--- config.mk ---
export PLATFORM = sky130hd
export DESIGN_NAME = sample_requantizer
export DESIGN_NICKNAME = d
export VERILOG_FILES = /design/src/rtl/sample_requantizer.sv
export SDC_FILE = /design/constraint.sdc
export NUM_CORES = 1
export LEC_CHECK = 0
export ABC_AREA = 1
export BUFFER_PORTS_ARGS = -buffer_cell sky130_fd_sc_hd__buf_2
export CAP_MARGIN = 0
export CORE_ASPECT_RATIO = 0.8
export CORE_MARGIN = 3
export CORE_UTILIZATION = 55
export CTS_BUF_LIST = sky130_fd_sc_hd__clkbuf_2
export DETAILED_ROUTE_END_ITERATION = 7
export PLACE_DENSITY = 0.89
export SLEW_MARGIN = 5
export SYNTH_ARGS = -nofsm -noshare
export SYNTH_HDL_FRONTEND = slang
export SYNTH_SLANG_ARGS = --single-unit
--- constraint.sdc ---
create_clock -name clk -period 3.6 [get_ports clk]
set_input_delay 0.18 -clock clk [delete_from_list [all_inputs] [get_ports clk]]
set_output_delay 0.18 -clock clk [all_outputs]
set_load 0.05 [all_outputs]
--- src/rtl/sample_requantizer.sv ---
// sample_requantizer: multi-channel requantiser that narrows wide signed
// audio samples to the codec width. It uses a 2-stage valid/ready pipeline.
//   Stage 1: clamps the shift amount, optionally rounds, then applies an
//            arithmetic right shift.
//   Stage 2: saturates to OUT_W, applies mute, and updates the per-channel
//            clip counters.
// Optional build macro: REQUANT_ROUND_EN selects round-half-up before the shift.
// Without it the design truncates and no rounding adder is built.
module sample_requantizer #(
    parameter int IN_W     = 24,
    parameter int OUT_W    = 16,
    parameter int CHANNELS = 2,
    parameter int SH_W     = 5,
    parameter int CNT_W    = 16,
    localparam int CH_W    = $clog2(CHANNELS)
) (
    input  logic                      clk,
    input  logic                      rst_n,
    input  logic                      enn,
    input  logic [SH_W-1:0]           shift,
    input  logic [IN_W-1:0]           in_data,
    input  logic [CH_W-1:0]           in_chan,
    input  logic                      in_valid,
    output logic                      in_ready,
    output logic [OUT_W-1:0]          out_data,
    output logic [CH_W-1:0]           out_chan,
    output logic                      out_clip,
    output logic                      out_valid,
    input  logic                      out_ready,
    input  logic                      clr_clip,
    output logic [CHANNELS*CNT_W-1:0] clip_cnt
);

    // One guard bit so the rounding bias can never overflow the sum
    localparam int XW = IN_W + 1;

    // Saturation limits expressed in the stage-1 result width
    localparam logic signed [XW-1:0] MAX_V = {{(XW-OUT_W+1){1'b0}}, {(OUT_W-1){1'b1}}};
    localparam logic signed [XW-1:0] MIN_V = {{(XW-OUT_W+1){1'b1}}, {(OUT_W-1){1'b0}}};

    logic                   adv1;
    logic                   adv2;
    logic                   load2;

    logic                   s1_valid_reg;
    logic signed [XW-1:0]   s1_r_reg;
    logic [CH_W-1:0]        s1_chan_reg;
    logic                   s1_en_reg;

    logic                   out_valid_reg;
    logic [OUT_W-1:0]       out_data_reg;
    logic [CH_W-1:0]        out_chan_reg;
    logic                   out_clip_reg;

    logic [31:0]            shift_ext;
    logic [31:0]            s_eff;
    logic signed [XW-1:0]   x_ext;
    logic signed [XW-1:0]   x_sum;
    logic signed [XW-1:0]   r_next;
    logic [OUT_W-1:0]       data_next;
    logic                   clip_next;

    // A stage advances when it is empty or its contents are leaving
    assign adv2     = !out_valid_reg || out_ready;
    assign adv1     = !s1_valid_reg || adv2;
    assign in_ready = rst_n && adv1;
    assign load2    = adv2 && s1_valid_reg;

    assign shift_ext = 32'(shift);
    assign s_eff     = (shift_ext > 32'(IN_W - 1)) ? 32'(IN_W - 1) : shift_ext;
    assign x_ext     = {in_data[IN_W-1], in_data};

`ifdef REQUANT_ROUND_EN
    logic signed [XW-1:0]   bias;

    // Half an output LSB, which is zero when there is no shift
    always_comb begin
        bias = '0;
        if (s_eff != 32'd0) begin
            bias = XW'(1) << (s_eff - 32'd1);
        end
    end

    assign x_sum = x_ext + bias;
`else
    assign x_sum = x_ext;
`endif

    assign r_next = x_sum >>> s_eff;

    // Stage 1: capture the shifted sample, its channel and mute state on accept
    always_ff @(posedge clk) begin
        if (!rst_n) begin
            s1_valid_reg <= 1'b0;
            s1_r_reg     <= '0;
            s1_chan_reg  <= '0;
            s1_en_reg    <= 1'b0;
        end else if (adv1) begin
            s1_valid_reg <= in_valid;
            if (in_valid) begin
                s1_r_reg    <= r_next;
                s1_chan_reg <= in_chan;
                s1_en_reg   <= enn;
            end
        end
    end

    // Saturate to the output range; mute forces zero and hides the clip flag
    always_comb begin
        data_next = s1_r_reg[OUT_W-1:0];
        clip_next = 1'b0;
        if (s1_r_reg > MAX_V) begin
            data_next = MAX_V[OUT_W-1:0];
            clip_next = 1'b1;
        end else if (s1_r_reg < MIN_V) begin
            data_next = MIN_V[OUT_W-1:0];
            clip_next = 1'b1;
        end
        if (!s1_en_reg) begin
            data_next = '0;
            clip_next = 1'b0;
        end
    end

    // Stage 2: output register, held while the consumer stalls
    always_ff @(posedge clk) begin
        if (!rst_n) begin
            out_valid_reg <= 1'b0;
            out_data_reg  <= '0;
            out_chan_reg  <= '0;
            out_clip_reg  <= 1'b0;
        end else if (adv2) begin
            out_valid_reg <= s1_valid_reg;
            if (s1_valid_reg) begin
                out_data_reg <= data_next;
                out_chan_reg <= s1_chan_reg;
                out_clip_reg <= clip_next;
            end
        end
    end

    assign out_valid = out_valid_reg;
    assign out_data  = out_data_reg;
    assign out_chan  = out_chan_reg;
    assign out_clip  = out_clip_reg;

    // Per-channel clip counters. Out-of-range channel indices match no counter.
    for (genvar gi = 0; gi < CHANNELS; gi++) begin : g_cnt
        logic [CNT_W-1:0] cnt_reg;
        logic             inc;

        assign inc = load2 && clip_next && (s1_chan_reg == CH_W'(gi));

        // Clear has priority over increment; the count sticks at all-ones
        always_ff @(posedge clk) begin
            if (!rst_n) begin
                cnt_reg <= '0;
            end else if (clr_clip) begin
                cnt_reg <= '0;
            end else if (inc && (cnt_reg != {CNT_W{1'b1}})) begin
                cnt_reg <= cnt_reg + 1'b1;
            end
        end

        assign clip_cnt[gi*CNT_W +: CNT_W] = cnt_reg;
    end

endmodule

---- Word-level counts from Yosys, hierarchy flattened ----
Index checks and enable logic that the tools add are counted.
operators by class
  multipliers ............................. 0
  equal/unequal tests ..................... 2
  order comparisons ....................... 3
  divide/modulo/power cells ............... 0
  reduce and logical (&&, ||, !) cells .... 14
  bitwise logic cells ..................... 2
  shift operators ......................... 1
  mux-type cells .......................... 7
  $add $sub $neg .......................... 2
operators with widths
  cell                                                              count
  2-to-1 mux 16 bit                                                 3
  adder 16 x 1 -> 16 bit (second input constant)                    2
  != test 16 bit (second input constant)                            2
  greater-than comparator 25 x 16 -> 1 bit (second input constant)  1
  < comparator 25 x 16 -> 1 bit (second input constant)             1
  >>> shifter 24 x 5 -> 25 bit                                      1
  logical AND 1 bit                                                 7
  greater-than comparator 5 bit (second input constant)             1
  2-to-1 mux 5 bit                                                  1
  AND reduction 2 bit                                               2
  2-to-1 mux 1 bit                                                  3
  logical NOT 1 bit                                                 2
  logical OR 1 bit                                                  2
  NOT 1 bit                                                         2
  OR reduction 2 bit                                                1
word-level totals
  register bits ........................... 79
  word-level logic and storage cells ...... 41
  input bits .............................. 36
  bits in writable memories ............... 0
  ROM bits ................................ 0
  bits in latches ......................... 0
  memories kept ........................... 0
  output and inout port bits .............. 52

---- Depth between registers and ports, before layout ----
Gate-level depths: netlist of run 1.
  depth in word-level cells ............... 7
  depth in mapped cells ................... 12

---- Worst setup path after synthesis of run 1 ----
No wires, ideal clock.
  kind .................................... flip-flop to flip-flop
  start ................................... register g_cnt[0].cnt_reg[0]
  end ..................................... register g_cnt[0].cnt_reg[7]
  path buffers ............................ 1
  clock period less this slack ............ 1984 ps
  slack ................................... 1616 ps
  cell stages (with the launch flop) ...... 9
  setup time .............................. 66 ps
  data arrival time ....................... 1918 ps
  cell sequence ........................... dfxtp_1 ha_1 nand2_1 nor2_4 nand4_4 nand4_4 buf_8 nand2_1 a21oi_2
between the ends
  word-level cells in the longest chain between the ends .. 2
  elaborated cells on any way between the ends .. 3
  classes of those cells .................. add/sub: 1; eq/ne: 1; reduce/logical: 1
ends and longest elaborated chain
  item                                                                            RTL line  text
  from (decl)                                                                     149       logic [CNT_W-1:0] cnt_reg;
  from (signal assigned)                                                          161       cnt_reg <= cnt_reg + 1'b1;
  parallel branches: the longest is 2 deep, another holds adder 16 x 1 -> 16 bit  -
Several ways; the timed one is not identified.
A chain may end at the register's enable or synchronous reset.

---- Worst setup path in the final report of run 1 ----
  start ................................... register out_valid_reg, in the netlist out_valid
  end ..................................... register g_cnt[0].cnt_reg[14]
between the ends
  word-level cells in the longest chain between the ends .. 6
ends and longest elaborated chain
  item                             RTL line  text
  from (decl)                      50        logic out_valid_reg;
  from (signal assigned)           133       out_valid_reg <= s1_valid_reg;
  logical NOT 1 bit                64        assign adv2 = !out_valid_reg || out_ready;
  logical OR 1 bit                 64
  logical AND 1 bit                67        assign load2 = adv2 && s1_valid_reg;
  logical AND 1 bit (2 in series)  152       assign inc = load2 && clip_next && (s1_chan_reg == CH_W'(gi));
  logical AND 1 bit                160       end else if (inc && (cnt_reg != {CNT_W{1'b1}})) begin
No other way between the ends.

==> summary.txt, run 1 <==
Global routing
  – GR Util All Layers: 24.9%
  – GR Util met1: 37.8%
  – Global route overflow: 0
  – Largest net degree at the start of global routing: 29
  – Number of global-route vias before repair: 4814
  – Met2 Track Usage GR: 36.1%
  – Global routing's busiest layer: met1
  – GR Util met3: 3.50%
  – First-pass GRT wire length: 21900 um
  – Antenna violations before repair: 0

Clock tree
  – Num CTS Buffers: 9
  – Max H-tree Level: 3
  – Max clock buf depth: 2
  – Worst-path clk slew: 0.25 ns
  – Post_cts resized: 0
  – CTS tree: built
  – Clk_lat worst skew: 0.53 ns
  – CTS root buffer: clkbuf_2
  – Clock sink total: 78

Synthesis
  – Sequential-to-total area share from yosys stat: 30.9%
  – Synthesized area per cell: 6.22 um^2
  – Post-synth top area cell: dfxtp_1
  – Area contributors post-synth: dfxtp_1 (31%), nand2_1 (17%), nand3_1 (16%)
  – Number of library cell types mapped by synthesis: 28
  – Syn Nets: 849
  – Mapped Cells: 811
  – Yosys warnings: 0
  – Yosys reg bits: 78
  – Synthesized area: 5050 um^2
  – Synth top area share: 30.9%

Run
  – Max-Cap Viols: 0

STA
  – Clk_skew: 0.0481 ns
  – Fin crit period: 2.09 ns
  – Measured slew at the worst slew-check pin: 1.01 ns
  – Slew margin rel.: 32.7%
  – Final setup viols: 0
  – Setup TNS: 0 ns
  – Final hold viol count: 0
  – RSZ-0062 raised after global routing: false
  – Max Transition Viols Final: 0
  – Peak Freq: 478 MHz
  – Setup WS post-layout: 1.51 ns
  – Hold_ws: 0.0680 ns
  – Final Cycle Share: 58.1%

Die
  – Die X: 113 um
  – Die height: 91.7 um
  – DIE AREA: 10400 um^2
  – Row count: 30
  – Core box area: 8710 um^2
  – Initial core utilization: 58.0%
  – IO Count: 88

Finish
  – Most frequent cells in the layout: nand2_1 (233), nand3_1 (161), buf_2 (87)
  – Fin nets: 914
  – Finished Core Util: 64.1%
  – Max FFs per register: 32
  – N_diodes: 0
  – Most common cell after layout, fill and taps aside: nand2_1
  – Fillers: 820
  – Area growth, synth to finish: 10.6%
  – Layout cells sized above 1: 14.9%

Worst setup path
  – Worst endpoint required time: 4.04 ns
  – Critical Path End Type: flop
  – Critical path launch point type: flop
  – Arrival @ worst endpoint: 2.53 ns
  – WS Path Type: reg -> reg
  – Critical Path Fanout Max: 20

Pwr
  – Worst IR Drop VDD: 0.221 mV
  – P per Cell Area: 327 nW/um^2
  – P_leak: 0.00246 uW
  – Power after layout: 1820 uW

Drt
  – DR pass1 iterations: 6
  – Final ANT Viol Nets: 0
  – DRC: 0
  – Post-Route WL: 13000 um
  – Vias: 5522
  – Via/cell ratio: 5.56
  – Wire per inst: 13.1 um
  – DR iter-0 viols: 569

Place
  – IO buf count: 87
  – Pre-CTS setup slack: 1.15 ns
  – Detailed placement HPWL: 9460 um
  – GP Congestion: 0.953

Worst hold path
  – Hold WC Path Type: in -> reg

Outcome
  – Outcome: completed
[through the flow]
stage | instances | cell area, um^2
6_report | 993 | 5580
3_3_place_gp | 973 | 5400
5_1_grt | 993 | 5580
3_5_place_dp | 973 | 5400
2_1_floorplan | 811 | 5050
4_1_cts | 993 | 5580
[layout make-up]
cell class	instances	area, um^2	area share [%]
Clock buffer	9	45.0	0.807
Clock inverter	7	96.3	1.73
Inverter	86	323	5.78
Multi-Input combinational cell	609	2930	52.5
Sequential cell	78	1560	28.0
Tap cell	112	140	2.51
Timing Repair Buffer	92	483	8.65
[report_power, final]
group	switching, uW	leakage [uW]	internal, uW	total [uW]
sequential	17.2	0.000636	896	913
clock	318	0.0000766	232	550
combinational	253	0.00175	106	360
total	588	0.00246	1230	1820
[worst max-delay path, stage by stage, from the launching register on]
cell     delay [ns]
dfxtp_1        0.38
nand2_1        0.09
nand2_2        0.25
nor2_4         0.29
inv_1          0.13
a21oi_2        0.49
nand4_1        0.19
a21oi_2        0.16
[metal layers]
| metal | part of all wire (%) | wire [um] |
|---|---|---|
| met1 | 50 | 6430 |
| met2 | 42 | 5430 |
| met3 | 6.6 | 856 |
| met4 | 1.9 | 250 |
| met5 | 0 | 0 |
[synth_stat cells]
| cell type | instances |
|---|---|
| a21oi_1 | 58 |
| a21oi_2 | 10 |
| a21oi_4 | 1 |
| buf_1 | 3 |
| buf_2 | 15 |
| buf_4 | 4 |
| buf_6 | 3 |
| buf_8 | 1 |
| clkbuf_1 | 10 |
| clkbuf_8 | 2 |
| clkinv_1 | 1 |
| dfxtp_1 | 78 |
| ha_1 | 2 |
| inv_1 | 83 |
| inv_2 | 2 |
| nand2_1 | 233 |
| nand2_2 | 6 |
| nand2_4 | 1 |
| nand3_1 | 161 |
| nand4_1 | 21 |
| nand4_4 | 3 |
| nor2_1 | 61 |
| nor2_4 | 4 |
| nor3_1 | 6 |
| o21ai_0 | 24 |
| o21ai_4 | 1 |
| xnor2_1 | 5 |
| xor2_1 | 12 |
[path summary, 6_finish.rpt]
check                            startpoint              endpoint  slack [ns]  cells past startpoint
worst min-delay path            in_data[23]          s1_r_reg[23]        0.07                      3
worst max register to register    out_valid  g_cnt[0].cnt_reg[14]        1.51                      7
worst min register to register  out_data[9]           out_data[9]        0.48                      2
worst max-delay path              out_valid  g_cnt[0].cnt_reg[14]        1.51                      7
[cell families after synthesis]
logic type                 share of synthesized area [%]
adders and majority gates                          0.496
buffers and inverters                               11.0
xor gates and xnor gates                            2.95
DFF                                                 30.9
and+or+nand+nor                                     44.1
AOI/OAI and AO/OA                                   10.5
[repair_timing]
| item | in CTS | in global routing |
|---|---|---|
| endpoints found under the hold margin | 8 | 0 |
| buffers inserted | 0 | 0 |
| hold buffers | 4 | 0 |
Note: power is estimated with default switching activity, not from simulation.
==> run 2: changes to the inputs <==
==> constraint.sdc (replaced) <==
create_clock -name clk -period 2.1 [get_ports clk]
set_input_delay 0.105 -clock clk [delete_from_list [all_inputs] [get_ports clk]]
set_output_delay 0.105 -clock clk [all_outputs]
set_load 0.05 [all_outputs]
==> run 2 against run 1 <==
  * Routed wire length is 1.2% lower
  * Die area unchanged
  * Design area is 1.6% higher
  * Sequential power is 72% higher
  * Largest cell class unchanged
  * Global-route usage shrank 0.47 points
  * Register-to-register slack worse by 1.2 ns
  * Clock skew is 0.023 ns lower
==> summary.txt, run 2 (same netlist as run 1, synthesis figures left out) <==
STA
  – Max Transition Viols Final: 0
  – Final hold viol count: 0
  – Clk_skew: 0.0250 ns
  – Peak Freq: 519 MHz
  – Measured slew at the worst slew-check pin: 0.662 ns
  – Fin crit period: 1.93 ns
  – Final Cycle Share: 91.8%
  – Final setup viols: 0
  – Hold_ws: 0.0794 ns
  – Slew margin rel.: 55.8%
  – Setup TNS: 0 ns
  – RSZ-0062 raised after global routing: false

Finish
  – Fillers: 776
  – Finished Core Util: 65.1%
  – Layout cells sized above 1: 16.0%
  – Most frequent cells in the layout: nand2_1 (233), nand3_1 (161), buf_2 (87)
  – Max FFs per register: 32
  – N_diodes: 0
  – Area growth, synth to finish: 12.4%
  – Most common cell after layout, fill and taps aside: nand2_1
  – Fin nets: 932

Global routing
  – Number of global-route vias before repair: 4674
  – First-pass GRT wire length: 21300 um
  – GR Util All Layers: 24.4%
  – Largest net degree at the start of global routing: 29
  – Antenna violations before repair: 0
  – Global route overflow: 0

Drt
  – Final ANT Viol Nets: 0
  – Vias: 5501
  – DR iter-0 viols: 758
  – Post-Route WL: 12800 um
  – DR pass1 iterations: 6
  – Via/cell ratio: 5.44
  – Wire per inst: 12.7 um
  – DRC: 0

Clock tree
  – CTS tree: built
  – Clk_lat worst skew: 0.52 ns
  – CTS root buffer: clkbuf_2
  – Max H-tree Level: 3
  – Clock sink total: 78
  – Worst-path clk slew: 0.22 ns
  – Num CTS Buffers: 9
  – Max clock buf depth: 2

Worst setup path
  – Worst endpoint required time: 2.55 ns
  – WS Path Type: in -> reg
  – Critical Path Fanout Max: 23
  – Critical Path End Type: flop
  – Arrival @ worst endpoint: 2.38 ns
  – Critical path launch point type: primary input

Die
  – Row count: 30
  – Die X: 113 um
  – IO Count: 88
  – Initial core utilization: 58.0%
  – DIE AREA: 10400 um^2
  – Core box area: 8710 um^2
  – Die height: 91.7 um

Pwr
  – Switching part of the total: 34.3%
  – P per Cell Area: 510 nW/um^2
  – Flop pwr share: 54.2%
  – Int Pwr: 1900 uW
  – Worst IR Drop VDD: 0.374 mV
  – P_leak: 0.00252 uW
  – Gate power share: 22.2%
  – Switching power: 991 uW
  – Clk pwr share: 23.7%

Place
  – GP Congestion: 0.952
  – Detailed placement HPWL: 9600 um
  – IO buf count: 87

Outcome
  – Outcome: completed

Worst hold path
  – Hold WC Path Type: in -> reg

Run
  – Max-Cap Viols: 0
-- run 2: cell count changes in the layout (fill, tap and decap cells not counted), sizes merged --
cell and change:
clkinvlp -1, dlygate4sd3 +4, inv -1, buf +14, clkbuf +1, clkinv +3
bufinv -2
-- run 2: worst max-delay path: stages --
cell and delay (ns):
dlygate4sd3_1 0.54, buf_2 0.19, nand2_2 0.23, nand2_2 0.08, inv_1 0.50, nand3_1 0.22, nand2_1 0.13, nand2_1 0.05
nand2_1 0.10, nand2_1 0.06, nand2_1 0.06, nor2_1 0.04, nor2_1 0.07
-- run 2: power by group through the flow --
stage               combinational [uW]  sequential, uW  clock [uW]
floorplan                          437            1630           0
global placement                   614            1590           0
detailed placement                 617            1600           0
CTS                                631            1570         699
global route                       719            1570         759
finish                             641            1570         684
-- run 2: metrics by stage --
| step | std cells | setup WS, ns | total power [uW] | instance area, um^2 |
|---|---|---|---|---|
| after floorplan | 811 | 0.116 | 2060 | 5050 |
| after global placement | 987 | 0.310 | 2210 | 5510 |
| after detailed placement | 987 | 0.271 | 2210 | 5510 |
| after CTS | 1011 | 0.275 | 2900 | 5670 |
| after global routing | 1011 | 0.0131 | 3050 | 5670 |
| final | 1011 | 0.171 | 2890 | 5670 |
-- run 2: repair_timing --
item | CTS | global route
resized for setup | 0 | 0
setup buffers | 0 | 0
hold endpoints to repair | 10 | 0
hold buffers | 8 | 0
-- run 2: final cells by class --
type / instances / area, um^2 / area share (%)
inverters: 86 / 323 / 5.69
clock inverters: 6 / 37.5 / 0.662
flip-flops and latches: 78 / 1560 / 27.5
well taps: 112 / 140 / 2.47
multi-input cells: 609 / 2930 / 51.7
clock buffers: 10 / 50.0 / 0.882
repair buffers: 110 / 628 / 11.1
-- run 2: routing by layer --
layer,global-route usage [%],part of all wire [%],vias up
met2,34.5,40,264
met5,0,0,-
met1,37.4,50,2400
met4,7.31,2.0,0
li1,-,-,2807
met3,4.35,8.3,30
-- run 2: path summary, 6_finish.rpt --
path / startpoint / endpoint / slack (ns) / cells after the start
worst max-delay path: shift[4] / s1_r_reg[3] / 0.17 / 13
worst min-delay path: shift[2] / s1_r_reg[0] / 0.08 / 6
worst max register to register: out_valid / g_cnt[0].cnt_reg[3] / 0.30 / 7
worst min register to register: out_data[4] / out_data[4] / 0.48 / 2
